--- src/rtl/div_datapath_ctrl.sv ---
// Unsigned divider by repeated subtraction: FSM controller and datapath in one block.
// Operands share data_in (dividend, then divisor); results stay registered until the next load.
module div_datapath_ctrl #(
  parameter int W = 16
) (
  input  logic         clk,
  input  logic         rst_n,
  input  logic         start,
  input  logic [W-1:0] data_in,
  output logic [W-1:0] quotient,
  output logic [W-1:0] remainder,
  output logic         div_by_zero,
  output logic         busy,
  output logic         done
);

  // state | meaning
  // IDLE  | waiting for start; last results held
  // LD_A  | capture dividend into R, clear Q and div_by_zero
  // LD_B  | capture divisor into D
  // CHECK | divisor zero / R<D short-cut / begin subtracting
  // SUB   | R-=D, Q+=1 per cycle until R<D
  // DONE  | one-cycle done pulse
  typedef enum logic [2:0] {
    S_IDLE, S_LD_A, S_LD_B, S_CHECK, S_SUB, S_DONE
  } state_t;

  state_t       state_q, state_d;
  logic [W-1:0] q_q, q_d;
  logic [W-1:0] r_q, r_d;
  logic [W-1:0] dvs_q, dvs_d;
  logic         dbz_q, dbz_d;
  logic         busy_q, busy_d;
  logic         done_q, done_d;
  logic [W:0]   diff;

  // Borrow out of a W+1-bit subtract is the a<b flag.
  function automatic logic lt_by_sub(input logic [W-1:0] a, input logic [W-1:0] b);
    return 1'(({1'b0, a} - {1'b0, b}) >> W);
  endfunction

  assign diff = {1'b0, r_q} - {1'b0, dvs_q};

  always_comb begin
    state_d = state_q;
    q_d     = q_q;
    r_d     = r_q;
    dvs_d   = dvs_q;
    dbz_d   = dbz_q;
    case (state_q)
      S_IDLE:  if (start) state_d = S_LD_A;
      S_LD_A: begin
        r_d     = data_in;
        q_d     = '0;
        dbz_d   = 1'b0;
        state_d = S_LD_B;
      end
      S_LD_B: begin
        dvs_d   = data_in;
        state_d = S_CHECK;
      end
      S_CHECK: begin
        if (dvs_q == '0) begin
          q_d     = '1;
          dbz_d   = 1'b1;
          state_d = S_DONE;
        end else if (diff[W]) begin
          state_d = S_DONE;
        end else begin
          state_d = S_SUB;
        end
      end
      S_SUB: begin
        r_d = diff[W-1:0];
        q_d = q_q + 1'b1;
        // Look ahead on the updated remainder so Q never overshoots.
        if (lt_by_sub(diff[W-1:0], dvs_q)) state_d = S_DONE;
      end
      S_DONE:  state_d = S_IDLE;
      default: state_d = S_IDLE;
    endcase
    busy_d = (state_d != S_IDLE);
    done_d = (state_d == S_DONE);
  end

  always_ff @(posedge clk or negedge rst_n) begin
    if (!rst_n) begin
      state_q <= S_IDLE;
      q_q     <= '0;
      r_q     <= '0;
      dvs_q   <= '0;
      dbz_q   <= 1'b0;
      busy_q  <= 1'b0;
      done_q  <= 1'b0;
    end else begin
      state_q <= state_d;
      q_q     <= q_d;
      r_q     <= r_d;
      dvs_q   <= dvs_d;
      dbz_q   <= dbz_d;
      busy_q  <= busy_d;
      done_q  <= done_d;
    end
  end

  assign quotient    = q_q;
  assign remainder   = r_q;
  assign div_by_zero = dbz_q;
  assign busy        = busy_q;
  assign done        = done_q;

endmodule

--- config.mk ---
export PLATFORM = sky130hd
export DESIGN_NAME = div_datapath_ctrl
export DESIGN_NICKNAME = d
export VERILOG_FILES = /design/src/rtl/div_datapath_ctrl.sv
export SDC_FILE = /design/constraint.sdc
export NUM_CORES = 1
export LEC_CHECK = 0
export ABC_AREA = 1
export CAP_MARGIN = 20
export CELL_PAD_IN_SITES_DETAIL_PLACEMENT = 0
export CELL_PAD_IN_SITES_GLOBAL_PLACEMENT = 1
export CORE_MARGIN = 10
export CORE_UTILIZATION = 36
export DETAILED_ROUTE_END_ITERATION = 10
export PLACE_DENSITY = 0.77
export SYNTH_ARGS = -nofsm -noshare
export SYNTH_HDL_FRONTEND = slang
export SYNTH_SLANG_ARGS = --single-unit
--- constraint.sdc ---
create_clock -name clk -period 2.3 [get_ports clk]
set_input_delay 0.46 -clock clk [delete_from_list [all_inputs] [get_ports clk]]
set_output_delay 0.46 -clock clk [all_outputs]
set_load 0.005 [all_outputs]
==> results.yml <==
route:
  met1_length_um: 5860
  route.detailed.drc: 0
  wl_met2_um: 5550
  drt_iter0_drc: 321
  vias: 4066
  via_per_inst: 4.83
  ant_nets: 0
  met3_length_um: 845
  drt-wirelength-per-cell_um: 14.7
  totalWireLength_um: 12400
  routed.top_layer: "met4"
  dr.pass1.iters: 4
global_routing:
  antenna_found_initial: 0
  grt_pass1_vias: 4166
  grt_max_degree: 32
  grt_pass1_wl_um: 20600
  grt_usage_pct: 15.5
  grt_overflow_total: 0
final_layout:
  drive_above_1_share_pct: 24.2
  antenna_cells: 0
  final_cells: 842
  regArea_um2: 1350
  final_nets: 755
  multi_input_area_um2: 2450
  n_fill_cell: 1070
  finish.utilization_pct: 52.3
  area_growth_pct: 42.7
  layout.cell_area.non_filler_um2: 5660
synthesis:
  syn-mean-instance-area_um2: 7.11
  yosys.cell_types.count: 40
  yosysMostFrequentCell: "nand2_1"
  synth_top_family_by_area: "simple AND/OR/NAND/NOR gates"
  synth-main-ff-cell: "dfrtp_1"
  yosysSeqAreaShare_pct: 34.0
  synth_top_area_share_pct: 34.0
  yosys_warnings: 0
  synth_nets: 611
  synthMuxAreaShare_pct: 0
  synthTopCellsByArea: "dfrtp_1 34%, nand2_1 16%, ha_1 10%"
  yosysTopAreaCell: "dfrtp_1"
  synth_xor_area_share_pct: 1.54
  synth_enable_flop_cells: 0
  ys_ff_latch: 54
  netlist_area_um2: 3970
  synthTopCellsByCount: "164 x nand2_1, 82 x inv_1, 54 x dfrtp_1"
  post_synth_and_or_nand_nor_area_fraction_pct: 31.9
  async_flop_share_pct: 100
  synth_compound_gate_area_share_pct: 11.6
  synthCells: 558
  synth-adder-area-share_pct: 10.9
die:
  placeableCoreArea_um2: 10800
  chipHeight_um: 125
  dieArea_um2: 15600
  io_pins: 54
  initial_utilization_pct: 36.6
  placement_rows: 38
  die_w_um: 125
timing:
  period_minus_slack_ns: 2.60
  clock.fmax_mhz: 385
  max_slew_margin_pct: 53.9
  rsz0062_at_grt: "yes"
  setup_ws_ns: -0.297
  report.final.slew_viol_count: 0
  post-route-period-util_pct: 113
  worst_slew_pin_slew_ns: 0.692
  finClkSkew_ns: 0.00873
  finalHoldViolCount: 0
  setup_viol: 3
worst_setup_path:
  path_depth: 18
  path_buf_inv: 3
  worstRegToRegCells: 18
  cp.arrival_ns: 2.81
  crit_path_end_kind: "register"
  crit_type: "register to register"
  cp_common_cell: "nand2_2"
  worstPathMaxFanout: 3
  critical-path-top-delay-family: "simple AND/OR/NAND/NOR gates"
  cp_cell_sequence: "inv_1, ha_2, inv_2, fa_2, nand3_2, nand2_2, nand2_2, nand2_4, nand3_2, nand3b_1, and2_4, ha_4, nand2_2, buf_4, nor2_4, nand2_2, nand2_4, nand3_2"
  worst_setup_path_start_kind: "register"
  slowest_stage: "dfrtp_1"
  cp_slowest_stage_delay_ns: 0.39
  cp_data_required_time_ns: 2.51
cts:
  cts_tree: "built"
  clk_pin_slew_worst_paths_ns: 0.10
  clkLatencyLatePin_ns: 0.32
  cts_hold_buf: 0
  clockBufferDepth: 2
  cts_made_buffers: 5
  root_buffer: "clkbuf_8"
  htree_levels: 2
  cts_sinks: 54
placed_design:
  dpl-instance-area_um2: 5310
  dp.cells: 828
  place_hpwl_um: 9430
  gp_congestion: 0.955
  port_buffers: 53
run:
  maxCapViolCount: 0
hold_path:
  hp-class: "primary input to async pin"
outcome:
  violations: "setup timing"
  status: "finished, violations left"
==> per-stage QoR <==
step	TNS [ns]	setup WS, ns	hold WS [ns]
2_1_floorplan	-0.286	-0.106	0.164
3_3_place_gp	-0.813	-0.280	0.471
3_5_place_dp	-0.907	-0.315	0.481
4_1_cts	-1.20	-0.284	0.184
5_1_grt	-1.36	-0.457	0.204
6_report	-0.880	-0.297	0.168
==> worst reg2reg max path, delay by kind of cell, from the launching register on <==
family / cells / cell delay [ns]
buf+inv: 3 / 0.25
fa+ha+maj: 3 / 0.80
simple gates: 12 / 1.04
flops: 1 / 0.39
==> kinds of logic (layout without fill, tap and decap cells) <==
group,count (synthesis),in the layout
AO/OA/AOI/OAI,81,81
XOR/XNOR,7,7
adder cells (fa/ha/maj),34,34
buffers and inverters,99,243
flip-flops,54,54
AND/OR/NAND/NOR,283,283
==> final cells by class <==
type,instances,area share [%]
Clock inverter,2,0.265
Multi-Input combinational cell,405,43.3
Sequential cell,54,23.9
Inverter,87,5.81
Clock buffer,5,1.21
Tap cell,140,3.09
Timing Repair Buffer,149,22.5
==> final timing paths <==
check / to / startpoint / slack [ns]
max in group asynchronous: remainder[10]$_DFFE_PN0P_ / rst_n / 1.53
hold reg to reg: dvs_q[5]$_DFFE_PN0P_ / dvs_q[5]$_DFFE_PN0P_ / 0.51
min in group clk: dvs_q[5]$_DFFE_PN0P_ / dvs_q[5]$_DFFE_PN0P_ / 0.51
hold / removal: quotient[15]$_DFFE_PN0P_ / rst_n / 0.17
setup reg to reg: busy$_DFF_PN0_ / remainder[0]$_DFFE_PN0P_ / -0.30
setup / recovery: busy$_DFF_PN0_ / remainder[0]$_DFFE_PN0P_ / -0.30
==> layer usage <==
layer	vias to the layer above	track usage, %
met4	0	3.79
li1	2087	-
met5	-	0
met2	85	24.9
met1	1880	20.4
met3	14	3.72
==> registers in the layout, indices dropped and copies added (netlist names) <==
name / count
quotient: 16
busy: 1
div_by_zero: 1
state_q: 3
done: 1
dvs_q: 16
remainder: 16
==> repair_timing <==
item / 4_1_cts / 5_1_grt
endpoints found under the hold margin: 0 / 0
gates resized for setup: 14 / 34
setup buffers: 13 / 3
pin swaps: 2 / 24
endpoints found under the setup margin: 3 / 5
==> placed cells by master, fill, tap and decap left out, types with 4 or more instances in the layout <==
master | synthesis | layout
nand2_1 | 164 | 150
buf_4 | 1 | 93
inv_1 | 82 | 81
dfrtp_1 | 54 | 54
clkdlybuf4s50_1 | 0 | 52
o21ai_0 | 39 | 37
nor2_1 | 37 | 35
nand3_1 | 35 | 29
ha_1 | 33 | 26
a21oi_1 | 22 | 17
nand2_2 | 0 | 10
nand4_1 | 10 | 10
a21oi_2 | 4 | 9
nand3_2 | 2 | 7
nand3b_1 | 6 | 6
nand2_4 | 2 | 6
xor2_1 | 7 | 5
inv_2 | 4 | 5
and2_1 | 7 | 5
nor2_2 | 4 | 5
nor3_1 | 6 | 5
o211ai_1 | 5 | 5
ha_4 | 0 | 5
clkbuf_8 | 0 | 5
nor4_1 | 4 | 4
Power is left out: the tool's default activity adds up to more than one toggle a clock period on the data nets, which glitch-free logic cannot reach.
